--- src/rtl/tile_ram_write_ctrl.sv ---
// tile_ram_write_ctrl: sole writer of the tile RAM port, arbitrating cursor trace writes against a full-canvas clear sweep
// Ports: clk_100MHz/reset (async, active-high); clear_req_i starts a sweep from IDLE;
// trace_req_i/trace_addr_i/trace_data_i request a cursor write, acked by trace_ack_o;
// ram_we_o/ram_addr_o/ram_din_o drive the RAM write port; busy_o marks sweep writes; clear_done_o pulses after the sweep.
module tile_ram_write_ctrl #(
  parameter int MAX_X = 80,
  parameter int MAX_Y = 30,
  parameter logic [6:0] BLANK_CODE = 7'h00
) (
  input  logic        clk_100MHz,
  input  logic        reset,
  input  logic        clear_req_i,
  input  logic        trace_req_i,
  input  logic [11:0] trace_addr_i,
  input  logic [6:0]  trace_data_i,
  output logic        trace_ack_o,
  output logic        ram_we_o,
  output logic [11:0] ram_addr_o,
  output logic [6:0]  ram_din_o,
  output logic        busy_o,
  output logic        clear_done_o
);
  typedef enum logic [1:0] {IDLE, CLEAR, DONE} state_t;
  state_t state_q, state_d;
  logic [6:0] x_q, x_d;
  logic [4:0] y_q, y_d;
  logic we_q, we_d, ack_q, ack_d, busy_q, busy_d, done_q, done_d;
  logic [11:0] addr_q, addr_d;
  logic [6:0] din_q, din_d;
  logic trace_ok, last_x, last_y;
  assign trace_ok = (trace_addr_i[6:0] < 7'(MAX_X)) && (trace_addr_i[11:7] < 5'(MAX_Y));
  assign last_x = x_q == 7'(MAX_X - 1);
  assign last_y = y_q == 5'(MAX_Y - 1);
  // Counters hold the address currently on the write port, so the sweep ends
  // when the final address has just been written.
  always_comb begin
    state_d = state_q;
    x_d = x_q;
    y_d = y_q;
    we_d = 1'b0;
    ack_d = 1'b0;
    busy_d = 1'b0;
    done_d = 1'b0;
    addr_d = addr_q;
    din_d = din_q;
    case (state_q)
      IDLE: begin
        if (clear_req_i) begin
          state_d = CLEAR;
          x_d = '0;
          y_d = '0;
          we_d = 1'b1;
          busy_d = 1'b1;
          addr_d = '0;
          din_d = BLANK_CODE;
        end else if (trace_req_i) begin
          ack_d = 1'b1;
          we_d = trace_ok;
          addr_d = trace_ok ? trace_addr_i : addr_q;
          din_d = trace_ok ? trace_data_i : din_q;
        end
      end
      CLEAR: begin
        if (last_x && last_y) begin
          state_d = DONE;
          done_d = 1'b1;
          x_d = '0;
          y_d = '0;
        end else begin
          x_d = last_x ? 7'd0 : x_q + 7'd1;
          y_d = last_x ? y_q + 5'd1 : y_q;
          we_d = 1'b1;
          busy_d = 1'b1;
          addr_d = {y_d, x_d};
          din_d = BLANK_CODE;
        end
      end
      DONE: state_d = IDLE;
      default: state_d = IDLE;
    endcase
  end
  always_ff @(posedge clk_100MHz or posedge reset) begin
    if (reset) begin
      state_q <= IDLE;
      x_q <= '0;
      y_q <= '0;
      we_q <= 1'b0;
      ack_q <= 1'b0;
      busy_q <= 1'b0;
      done_q <= 1'b0;
      addr_q <= '0;
      din_q <= '0;
    end else begin
      state_q <= state_d;
      x_q <= x_d;
      y_q <= y_d;
      we_q <= we_d;
      ack_q <= ack_d;
      busy_q <= busy_d;
      done_q <= done_d;
      addr_q <= addr_d;
      din_q <= din_d;
    end
  end
  assign trace_ack_o = ack_q;
  assign ram_we_o = we_q;
  assign ram_addr_o = addr_q;
  assign ram_din_o = din_q;
  assign busy_o = busy_q;
  assign clear_done_o = done_q;
endmodule

--- config.mk ---
export PLATFORM = sky130hd
export DESIGN_NAME = tile_ram_write_ctrl
export DESIGN_NICKNAME = d
export VERILOG_FILES = /design/src/rtl/tile_ram_write_ctrl.sv
export SDC_FILE = /design/constraint.sdc
export NUM_CORES = 1
export LEC_CHECK = 0
export ABC_AREA = 1
export BUFFER_PORTS_ARGS = -buffer_cell sky130_fd_sc_hd__buf_2
export CORE_ASPECT_RATIO = 0.7
export CORE_UTILIZATION = 45
export CTS_CLUSTER_SIZE = 14
export DETAILED_ROUTE_END_ITERATION = 16
export GPL_ROUTABILITY_DRIVEN = 0
export PLACE_DENSITY = 0.68
export SETUP_SLACK_MARGIN = 0.4
export SLEW_MARGIN = 0
export SYNTH_ARGS = -nofsm -noshare
export SYNTH_HDL_FRONTEND = slang
export SYNTH_SLANG_ARGS = --single-unit
--- constraint.sdc ---
create_clock -name clk_100MHz -period 3.1 [get_ports clk_100MHz]
set_input_delay 0.155 -clock clk_100MHz [delete_from_list [all_inputs] [get_ports clk_100MHz]]
set_output_delay 0.155 -clock clk_100MHz [all_outputs]
set_load 0.005 [all_outputs]
======== Word-level counts from Yosys, hierarchy flattened ========
Index checks and enable logic that the tools add are counted.
word-level totals
  bits in registers ....................... 37
  latch bits .............................. 0
  memory bits (writable) .................. 0
  memory bits (read-only) ................. 0
  output and inout bits ................... 23
  memories ................................ 0
cells by class
  add/sub/neg operators ................... 2
  multipliers ............................. 0
  divide/modulo/power cells ............... 0
  order comparisons ....................... 2
  eq/ne operators ......................... 8
  shift-type cells ........................ 0
  muxes and demuxes ....................... 32
  bitwise gates (word level) .............. 0
  reductions and logical operators ........ 7
operators by type and width
  cell                                                                    count
  7-bit 2-to-1 mux                                                        7
  12-bit 2-to-1 mux                                                       4
  7-bit one-hot mux with 2 select lines                                   2
  12-bit one-hot mux with 2 select lines                                  1
  5-bit 2-to-1 mux                                                        3
  5-bit one-hot mux with 2 select lines                                   1
  1-bit 2-to-1 mux                                                        9
  7-bit by 1-bit adder with 7-bit output (second input constant)          1
  7-bit equality test (second input constant)                             1
  7-bit < comparator (second input constant)                              1
  2-bit != test (second input constant)                                   3
  3-bit != test (second input constant)                                   2
  5-bit by 1-bit adder with 5-bit output (second input constant)          1
  5-bit equality test (second input constant)                             1
  5-bit < comparator (second input constant)                              1
  2-bit 2-to-1 mux                                                        2
  1-bit one-hot mux with 2 select lines                                   2
  2-bit one-hot mux with 2 select lines                                   1
  2-bit AND reduction                                                     2
  4-bit AND reduction                                                     1
  2-bit by 1-bit equality test with 1-bit output (second input constant)  1
  1-bit logical AND                                                       2
  2-bit zero test                                                         1
  2-bit nonzero test                                                      1

======== Longest topological paths before layout ========
Gate-level depths: netlist of run 1.
  word-level depth ........................ 6
  gate-level depth with buffers ........... 10
  mapped depth without buffers ............ 9

======== Least setup slack after synthesis of run 1 ========
OpenSTA, ideal clock, no wires.
  path type ............................... reg-to-reg
  start point ............................. register x_q[0]
  end point ............................... register din_q[0], in the netlist ram_din_o[0]
  library setup time ...................... 0.117 ns
  data arrival time ....................... 1.430 ns
  slack ................................... 1.552 ns
  cell stages (with the launch flop) ...... 10
  path buffers ............................ 1
  cell sequence ........................... dfrtp_1 ha_1 nand3_2 nor2_4 nand2_4 nand2_8 nand2_4 buf_6 nand3_1 nand2_1
between the ends
  cells in the longest elaborated chain, start to end .. 4
ends and longest elaborated chain
  what                                  RTL line  source
  from (decl)                           25        logic [6:0] x_q, x_d;
  from (signal assigned)                85        x_q <= '0;
  from (signal assigned)                95        x_q <= x_d;
  7-bit equality test                   32        assign last_x = x_q == 7'(MAX_X - 1);
  1-bit logical AND                     64        if (last_x && last_y) begin
  2-bit != test (no source line)        --
  4-bit AND reduction (no source line)  --
  to (signal assigned)                  102       din_q <= din_d;
  to (decl)                             29        logic [6:0] din_q, din_d;
Every way passes these cells.
A chain may end at the register's enable or synchronous reset.

======== Worst setup path after layout of run 1 ========
  start point ............................. register state_q[1]
  end point ............................... register din_q[1], in the netlist ram_din_o[1]
between the ends
  cells in the longest elaborated chain, start to end .. 3
ends and longest elaborated chain
  what                                                                               RTL line  source
  from (decl)                                                                        24        state_t state_q, state_d;
  from (signal assigned)                                                             94        state_q <= state_d;
  2-bit by 1-bit equality test with 1-bit output or 2-bit zero test (tied branches)  46        case (state_q)
  2-bit != test (no source line), or another cell as far along                       --
  4-bit AND reduction (no source line)                                               --
Parallel ways exist; a longest one is shown, timed or not.

==> key figures, run 1 <==
Run status
  – Status: completed

Synth
  – Top FF cell, synth: dfrtp_1
  – Synth area leader: dfrtp_1
  – Avg Inst Size Synth: 7.89 µm²
  – Main area contributors after synthesis: dfrtp_1, nand2_1, nand3_1, o21ai_0, inv_1
  – Compound-Gate Fraction of Synth Area: 0.0583
  – Register area share after synthesis: 0.479
  – FF+latch count, synth: 37
  – Synthesized area: 1930 µm²
  – Multiplexer area fraction after synthesis: 0
  – Commonest cells post-synth: nand2_1, nand3_1, dfrtp_1
  – Synthesis warning total: 0
  – Fraction of registers with async set or reset after synthesis: 1.00
  – Top cell type's share of synthesized area: 0.479
  – Combinational family with the most area after synthesis: simple AND/OR/NAND/NOR gates
  – Simple-gate share of the synthesized area: 0.362
  – Post-Syn Instances: 245
  – Most common cell in the netlist: nand2_1
  – Post-synthesis cell type count: 23
  – Xor and xnor area share after synthesis: 0.00453
  – Post-synth EDFFs: 0
  – Synth Area in Adders: 0.0194
  – Syn nets: roughly 270

Route
  – Initial drt markers: approximately 150
  – # DRC: 0
  – Pre-Repair DR Iteration Count: 4
  – Avg WL per Cell: 13.0 µm
  – Vias: roughly 1.8k
  – Routed Antenna Nets: 0
  – Routed WL: 4460 µm
  – Vias/cell: 5.15

Layout
  – Multi-input logic area: 858 µm²
  – Layout cells sized above 1: 0.217
  – Layout filler cell count: approximately 370
  – Nets: 315
  – Layout area overhead: 18.8%
  – Antenna fix cells: 0
  – Post-route cell area: 2290 µm²
  – Register area: 926 µm²

Hold path
  – Hold/Removal Path Class: primary input to flop
  – Hold path start: trace_data_i[2]

Floorplan
  – Die height: 56.8 µm
  – Die X: 80.3 µm
  – Initial Util: 0.481
  – Placeable Area: 4020 µm²
  – I/O Pins: 46
  – Num rows: 19
  – DIE AREA: approximately 4600 µm²

Setup path
  – CP Launch Type: flop
  – Worst Path Max Fanout: 20
  – Crit path max-delay cell type: nand2_1
  – Crit path required time: 3.33 ns
  – Crit path top cell by count: nand2_1
  – Cell family with most CP delay: simple AND/OR/NAND/NOR gates
  – Critical Path AT: 2.15 ns
  – Worst Path Class, Setup: flop to flop
  – WP buf/inv: 0
  – Worst Setup SP: state_q[1]
  – CP Capture Type: flop
  – Launch point of the worst reg-to-reg path: state_q[1]
  – CP cell instances: or2_2 > nor2_1 > nand2_1 > nand2_4 > nand3_1 > nand2_1
  – Slowest cell delay on critical path: about 0.43 ns

CTS
  – Sink Count: 37
  – Post_cts resized: 0
  – Clk pin slew, worst setup/hold paths: 0.08 ns
  – H-tree depth: 2
  – Clock buffer count from CTS: 5
  – CTS tree: built
  – Clk_lat worst skew: 0.30 ns
  – Post CTS Setup Buffer Count: 0
  – CTS Hold Bufs: 0
  – Root Driver: clkbuf_8
  – Clk buf depth: 2

Global route
  – First-pass GRT wire length: 7660 µm
  – GR Overflow Total: 0
  – Largest net degree at the start of global routing: 28
  – Initial antenna violation count: 0
  – Vias in the first global route: 1581
  – GRT Total Usage: 0.227

Placement
  – Port buffer count: 45
  – DP HPWL: 3240 µm
  – Placed Instance Area: 2160 µm²

Power and ir drop
  – Leak: 1.26 nW
  – Overall Power: roughly 1.0 mW
  – Peak supply drop: 0.324 mV
  – Pwr per Cell Area: between 400 and 500 nW/µm²

Timing
  – Final-report hold violation count: 0
  – Setup-failing EPs final: 0
  – RSZ-0062 raised after global routing: false
  – Least-Margin Pin Slew: 1.01 ns
  – Minimum clock period: 1.92 ns
  – Setup_tns: 0 ns
  – Worst hold slack: around 0.074 ns
  – Final period utilization: 0.619
  – Slew margin rel.: 0.329
  – Slew Viols, Final: 0
  – Clk_skew: 0.00998 ns
  – F_max: 0.521 GHz

Job
  – Number of max-cap violations: 0
[registers in the layout, indices dropped and copies added, names as in the netlist]
signal and count:
ram_addr_o 12, ram_din_o 7, x_q 7, y_q 5, state_q 2, busy_o 1, clear_done_o 1, ram_we_o 1
trace_ack_o 1
[tightest hold or removal path: stages]
cell and delay (ns):
buf_2 0.07, nand3_1 0.06, nand2_1 0.05
[where the power goes]
part | internal, mW | switching (mW) | total, mW
Sequential | 0.482 | 0 | 0.482
Clock | 0.320 | 0.176 | 0.496
Combinational | 0.0117 | 0.0177 | 0.0294
Total | 0.814 | 0.194 | 1.01
[cells in the final DEF, fill, tap and decap left out, drive strengths merged]
master,n
inv,18
bufinv,2
o21bai,1
nand3,44
a21oi,2
o21ai,14
o22ai,4
xor2,1
nand4,4
nor2,12
buf,47
dfrtp,37
or2,1
ha,3
clkinv,2
clkbuf,5
nand2,93
[worst paths after layout]
path / to / cells after the start / slack (ns)
max: ram_din_o[1] / 6 / 1.18
min: ram_din_o[2] / 3 / 0.07
max reg2reg: ram_din_o[1] / 6 / 1.18
min reg2reg: ram_din_o[5] / 2 / 0.51
max in group asynchronous: y_q[4] / 3 / 2.28
min in group asynchronous: ram_din_o[4] / 2 / 0.09
[logic make-up after synthesis]
group / after synthesis
AO/OA/AOI/OAI: 21
XOR/XNOR: 1
adder cells (fa/ha/maj): 3
buffers and inverters: 29
flip-flops: 37
AND/OR/NAND/NOR: 154
[cell type report]
cell class                      instances  area share
Clock inverter                          3      0.0284
Timing Repair Buffer                   47       0.105
Tap cell                               52      0.0284
Sequential cell                        37       0.403
Inverter                               19      0.0311
Multi-Input combinational cell        179       0.374
Clock buffer                            5      0.0300
[stage by stage]
stage                util  setup slack [ns]  std cells
floorplan               -              1.55        245
global placement    0.538              1.25        334
detailed placement  0.538              1.19        334
CTS                 0.571              1.17        342
global route        0.571             0.992        342
finish              0.571              1.18        342
[per-layer routing]
metal	routed length, µm	global-route usage	up-vias	share of wire
met4	23	0.0689	0	0.0052
met2	1980	0.314	64	0.44
met1	2200	0.342	814	0.49
met3	254	0.0618	2	0.057
li1	-	-	880	-
met5	0	0	-	0
(Power assumes the default switching activity.)
==> run 2, diff against run 1 <==
--- a/config.mk
+++ b/config.mk
@@ -12,7 +12,7 @@
 export CTS_CLUSTER_SIZE = 14
 export DETAILED_ROUTE_END_ITERATION = 16
 export GPL_ROUTABILITY_DRIVEN = 0
-export PLACE_DENSITY = 0.68
+export PLACE_DENSITY = 0.71
 export SETUP_SLACK_MARGIN = 0.4
 export SLEW_MARGIN = 0
 export SYNTH_ARGS = -nofsm -noshare
==> constraint.sdc (replaced) <==
create_clock -name clk_100MHz -period 1.6 [get_ports clk_100MHz]
set_input_delay 0.08 -clock clk_100MHz [delete_from_list [all_inputs] [get_ports clk_100MHz]]
set_output_delay 0.08 -clock clk_100MHz [all_outputs]
set_load 0.005 [all_outputs]
==> run 2 against run 1 <==
- hold slack lost 0.065 ns
- cell count increased by 11%
- final area rose by 27%
- sequential share of layout area decreased by 8.4 points
- critical path depth up 3
- clock power increased by 71%
- non-clock buffer count grew 34
- flip-flop and latch count unchanged
- utilization up 15 points
- register-to-register slack worse by 1.1 ns
- via count grew 18%
==> key figures, run 2 (synthesis gave the netlist of run 1 again) <==
Floorplan
  – DIE AREA: 4560 µm² (unchanged)
  – Die X: 80.3 µm (unchanged)
  – Placeable Area: 4020 µm² (unchanged)
  – I/O Pins: 46 (unchanged)
  – Initial Util: 0.481 (unchanged)
  – Num rows: 19 (unchanged)
  – Die height: 56.8 µm (unchanged)

Setup path
  – R2r setup slk: 0.06 ns (-1.12 ns)
  – Worst Path Class, Setup: flop to flop
  – Slowest cell delay on critical path: 0.41 ns (-0.02 ns)
  – Worst R2R End: ram_din_o[5]
  – Launch point of the worst reg-to-reg path: x_q[5]
  – CP cell instances: nor2_2 > nand2_2 > nor2_4 > nand2_4 > nand2_8 > buf_12 > nand2_8 > nand3_4 > nand2_2
  – CP Launch Type: flop
  – Cells on worst reg2reg path: 9 (+3)
  – CP Capture Type: flop
  – Crit path max-delay cell type: dfrtp_1
  – Critical Path AT: 1.71 ns (-0.44 ns)
  – Worst Path Max Fanout: 7 (-65%)
  – Crit path required time: 1.78 ns (-1.55 ns)

Timing
  – Final-report hold violation count: 0 (unchanged)
  – Least-Margin Pin Slew: 0.486 ns (-0.520 ns)
  – Slew Viols, Final: 0 (unchanged)
  – Clk_skew: 0.00677 ns (-0.00321 ns)
  – Slew margin rel.: 0.676 (+0.347)
  – Minimum clock period: 1.54 ns (-0.382 ns)
  – F_max: 0.651 GHz (+25%)
  – Final period utilization: 0.961 (+0.342)
  – RSZ-0062 raised after global routing: true
  – Setup-failing EPs final: 0 (unchanged)

Global route
  – Largest net degree at the start of global routing: 38 (+36%)
  – Vias in the first global route: 1890 (+20%)
  – GR Overflow Total: 0 (unchanged)
  – First-pass GRT wire length: 8920 µm (+16%)
  – Initial antenna violation count: 0 (unchanged)
  – GRT Total Usage: 0.261 (+0.0343)

Layout
  – Most common cell after layout, fill and taps aside: nand2_1
  – Antenna fix cells: 0 (unchanged)
  – Max reg flops: 12 (unchanged)
  – Post-route cell area: 2910 µm² (+27%)
  – Final Util: 0.723 (+0.152)
  – Layout area overhead: 50.4%
  – Layout filler cell count: 277 (-25%)
  – Commonest cells after routing, fill and taps aside: nand2_1, buf_2, dfrtp_1, buf_4, nand3_1
  – Nets: 352 (+12%)
  – Layout cells sized above 1: 0.443 (+0.226)

CTS
  – Clk pin slew, worst setup/hold paths: 0.07 ns (about the same)
  – Sink Count: 37 (unchanged)
  – Clock buffer count from CTS: 5 (unchanged)
  – CTS tree: built
  – Clk buf depth: 2 (unchanged)
  – H-tree depth: 2 (unchanged)
  – Clk_lat worst skew: 0.29 ns (about the same)
  – Root Driver: clkbuf_8

Hold path
  – Hold/Removal Path Class: primary input to flop
  – Hold path cells: 3 (unchanged)
  – Hold Path Sink: ram_din_o[1]
  – Hold path start: trace_data_i[1]

Job
  – Number of max-cap violations: 0 (unchanged)

Route
  – Routed WL: 6030 µm (+35%)
  – Vias: 2071 (+18%)
  – Avg WL per Cell: 15.9 µm (+22%)
  – Routed Antenna Nets: 0 (unchanged)
  – # DRC: 0 (unchanged)
  – Vias/cell: 5.46 (+6.2%)
  – Initial drt markers: 141 (-2.8%)
  – Pre-Repair DR Iteration Count: 4 (unchanged)

Placement
  – DP HPWL: 3200 µm (-1.1%)
  – Placed Instance Area: 2250 µm² (+4.1%)
  – Port buffer count: 45 (unchanged)

Power and ir drop
  – Pwr per Cell Area: 635 nW/µm² (+45%)
  – Peak supply drop: 0.491 mV (+52%)
  – Leak: 1.47 nW (+17%)

Run status
  – Status: completed
[run 2: cell count changes in the layout (fill, tap and decap cells not counted), moves of 6 or more]
cell | before | now
buf_4 | 2 | 26
nand2_1 | 90 | 77
nand2_2 | 0 | 13
nand3_1 | 41 | 24
nand3_2 | 3 | 17
nor2_1 | 11 | 3
nor2_2 | 0 | 6
o21ai_0 | 14 | 7
o21ai_1 | 0 | 6
[run 2: routing by layer]
layer,wire (µm),track usage
met5,0,0
met4,185,0.0791
met3,428,0.0553
met2,2840,0.405
met1,2580,0.366
[run 2: worst max path at each step]
stage | start | endpoint | slack (ns) | cells past startpoint
finish | x_q[5] | ram_din_o[5] | 0.06 | 9
global route | x_q[5] | ram_addr_o[9] | -0.02 | 9
global placement | x_q[0] | ram_din_o[1] | 0.1 | 8
floorplan | x_q[0] | ram_din_o[0] | 0.17 | 9
CTS | x_q[1] | ram_din_o[3] | 0.16 | 9
detailed placement | y_q[1] | ram_din_o[5] | 0.06 | 9
[run 2: timing repair]
item,4_1_cts,5_1_grt
hold endpoints to repair,37,0
gates cloned,3,1
resized for setup,32,35
setup endpoints to repair,35,36
pin swaps,14,15
setup buffers,19,4
hold buffers,1,0
[run 2: power by group]
part	internal, mW	total (mW)	switching, mW
registers	0.934	0.934	0
clock network	0.508	0.847	0.338
logic	0.0245	0.0627	0.0382
total	1.47	1.84	0.376
[run 2: critical path, delay by kind of cell (launching register included)]
family | cells | cell delay [ns]
DFF | 1 | 0.41
and+or+nand+nor | 8 | 0.87
buffers and inverters | 1 | 0.14
[run 2: metrics by stage]
step / setup TNS, ns / worst slack [ns] / hold WS [ns] / instances / power [mW]
3_3_place_gp: 0 / 0.0967 / 0.218 / 343 / 1.01
3_5_place_dp: 0 / 0.0590 / 0.213 / 343 / 1.01
5_1_grt: -0.0164 / -0.0164 / 0.0137 / 379 / 1.90
2_1_floorplan: 0 / 0.172 / 0.202 / 245 / 0.973
4_1_cts: 0 / 0.164 / 0.00678 / 374 / 1.84
6_report: 0 / 0.0628 / 0.00973 / 379 / 1.84
[run 2: cell type report]
type	count	area [µm²]	area share
clock buffers	7	86.3	0.0297
multi-input cells	182	1140	0.391
inverters	19	71.3	0.0245
repair buffers	81	587	0.202
clock inverters	1	30.0	0.0103
well taps	52	65.1	0.0224
flip-flops and latches	37	928	0.320
==> run 3, diff against run 2 <==
--- a/config.mk
+++ b/config.mk
@@ -9,6 +9,7 @@
 export BUFFER_PORTS_ARGS = -buffer_cell sky130_fd_sc_hd__buf_2
 export CORE_ASPECT_RATIO = 0.7
 export CORE_UTILIZATION = 45
+export CTS_BUF_LIST = sky130_fd_sc_hd__clkbuf_16
 export CTS_CLUSTER_SIZE = 14
 export DETAILED_ROUTE_END_ITERATION = 16
 export GPL_ROUTABILITY_DRIVEN = 0
==> run 3 against run 2 <==
- via count decreased by 7.0%
- die area unchanged
- maximum frequency increased by 10%
- cell count decreased by 2.1%
- hold slack improved by 0.016 ns
- largest power group is now clock
- highest routed layer unchanged
==> key figures, run 3 (synthesis gave the netlist of run 1 again) <==
Global route
  – First-pass GRT wire length: 8420 µm (-5.6%)
  – GRT met1 Usage: 0.360 (-0.00583)
  – Initial antenna violation count: 0 (unchanged)
  – GR Overflow Total: 0 (unchanged)
  – GRT Total Usage: 0.249 (-0.0124)
  – Vias in the first global route: 1819 (-3.8%)
  – Met3 Resource Use GR: 0.0764 (+0.0211)
  – Largest net degree at the start of global routing: 38 (unchanged)
  – Met2 usage: 0.357 (-0.0488)
  – Layer carrying the most global-route usage: met1

CTS
  – Clock buffer count from CTS: 5 (unchanged)
  – Clk pin slew, worst setup/hold paths: 0.06 ns (about the same)
  – H-tree depth: 2 (unchanged)
  – Clk buf depth: 2 (unchanged)
  – Root Driver: clkbuf_16
  – Sink Count: 37 (unchanged)
  – Clk_lat worst skew: 0.28 ns (about the same)
  – CTS tree: built

Floorplan
  – Num rows: 19 (unchanged)
  – Initial Util: 0.481 (unchanged)
  – Die X: 80.3 µm (unchanged)
  – I/O Pins: 46 (unchanged)
  – Placeable Area: 4020 µm² (unchanged)
  – Die height: 56.8 µm (unchanged)
  – DIE AREA: 4560 µm² (unchanged)

Timing
  – Final-report hold violation count: 0 (unchanged)
  – Setup WS post-layout: 0.206 ns (+0.143 ns)
  – RSZ-0062 raised after global routing: true
  – F_max: 0.717 GHz (+10%)
  – Worst hold slack: 0.0259 ns (+0.0161 ns)
  – Final period utilization: 0.871 (-0.0894)
  – Least-Margin Pin Slew: 0.472 ns (-0.0139 ns)
  – Clk_skew: 0.00545 ns (-0.00132 ns)
  – Setup_tns: 0 ns (unchanged)
  – Slew Viols, Final: 0 (unchanged)
  – Minimum clock period: 1.39 ns (-0.143 ns)
  – Slew margin rel.: 0.685 (+0.00926)
  – Setup-failing EPs final: 0 (unchanged)

Layout
  – Post-route cell area: 2820 µm² (-3.1%)
  – Antenna fix cells: 0 (unchanged)
  – Nets: 344 (-2.3%)
  – Layout filler cell count: 288 (+4.0%)
  – Layout area overhead: 45.7%
  – Layout cells sized above 1: 0.426 (-0.0171)
  – Commonest cells after routing, fill and taps aside: nand2_1, buf_2, dfrtp_1, nand3_1, buf_4
  – Max reg flops: 12 (unchanged)
  – Most common cell after layout, fill and taps aside: nand2_1
  – Non-filler instance count after layout: 371 (-2.1%)

Setup path
  – Critical Path Sink: y_q[1]
  – CP cell instances: ha_4 > nand3_4 > nor2_4 > nand2_4 > nand2_8 > buf_4 > o22ai_1
  – Critical Path AT: 1.55 ns (-0.16 ns)
  – Cells on worst reg2reg path: 7 (-2)
  – Slowest cell delay on critical path: 0.39 ns (-0.02 ns)
  – Crit path max-delay cell type: dfrtp_1
  – R2r setup slk: 0.21 ns (+0.14 ns)
  – Worst Path Class, Setup: flop to flop
  – Worst Setup SP: x_q[1]
  – Crit path required time: 1.76 ns (-0.02 ns)
  – CP Launch Type: flop
  – Worst R2R End: y_q[1]
  – Worst Path Max Fanout: 6 (-1)
  – Launch point of the worst reg-to-reg path: x_q[1]
  – CP Capture Type: flop

Route
  – Initial drt markers: 110 (-22%)
  – Avg WL per Cell: 14.5 µm (-9.1%)
  – Vias/cell: 5.19 (-5.0%)
  – Routed Antenna Nets: 0 (unchanged)
  – Routed WL: 5370 µm (-11%)
  – # DRC: 0 (unchanged)
  – Vias: 1926 (-7.0%)
  – Pre-Repair DR Iteration Count: 4 (unchanged)

Power and ir drop
  – Leak: 1.45 nW (-1.4%)
  – Pwr per Cell Area: 739 nW/µm² (+17%)
  – Peak supply drop: 0.542 mV (+10%)

Placement
  – Placed Instance Area: 2250 µm² (unchanged)
  – Port buffer count: 45 (unchanged)
  – Pre-CTS setup slack: 0.0590 ns (unchanged)
  – DP HPWL: 3200 µm (unchanged)
  – # placed instances: 343 (unchanged)

Hold path
  – Hold/Removal Path Class: primary input to flop
  – Hold path start: trace_data_i[3]

Run status
  – Status: completed

Job
  – Number of max-cap violations: 0 (unchanged)
-- run 3: changes by cell type in the layout (fill, tap and decap cells not counted), sizes merged --
cell | before | now
clkinv | 1 | 2
clkbuf | 7 | 5
nand2 | 96 | 94
inv | 18 | 19
buf | 80 | 74
-- run 3: worst max-delay path, delay by kind of cell (launching register included) --
family / cells / cell delay (ns)
buf+inv: 1 / 0.16
compound gates: 1 / 0.07
simple gates: 4 / 0.46
fa+ha+maj: 1 / 0.19
flops: 1 / 0.39
-- run 3: what timing repair did --
action                                  in CTS  in global routing
hold endpoints to repair                    37                  0
resized for setup                           24                 44
hold buffers                                 1                  0
pin swaps                                   12                 24
endpoints found under the setup margin      35                 36
cloned                                       2                  0
setup buffers                               10                  7
-- run 3: worst min path at each step --
stage	slack [ns]	depth (start not counted)	end
after CTS	0.02	3	ram_din_o[3]
after detailed placement	0.21	3	ram_we_o
after global routing	0.04	3	ram_din_o[3]
after global placement	0.22	3	ram_addr_o[0]
final	0.03	3	ram_din_o[3]
after floorplan	0.20	2	trace_ack_o
-- run 3: power by group --
| part | total [mW] | switching, mW | internal, mW |
|---|---|---|---|
| Sequential | 0.936 | 0 | 0.936 |
| Clock | 1.08 | 0.360 | 0.723 |
| Combinational | 0.0619 | 0.0374 | 0.0245 |
-- run 3: layer usage --
metal,share of wire,vias up
met5,0,-
met4,0.010,0
met3,0.059,9
met2,0.45,77
met1,0.48,896
li1,-,944
-- run 3: area by class of cell --
class / instances / area (µm²) / share of cell area
multi-input cells: 180 / 1090 / 0.388
inverters: 19 / 71.3 / 0.0253
clock inverters: 3 / 37.5 / 0.0133
flip-flops and latches: 37 / 928 / 0.330
clock buffers: 5 / 125 / 0.0444
repair buffers: 75 / 495 / 0.176
well taps: 52 / 65.1 / 0.0231
-- run 3: per-stage QoR --
stage	power, mW	utilization
CTS	2.09	0.650
floorplan	0.973	-
global route	2.15	0.701
global placement	1.01	0.560
detailed placement	1.01	0.560
finish	2.08	0.701
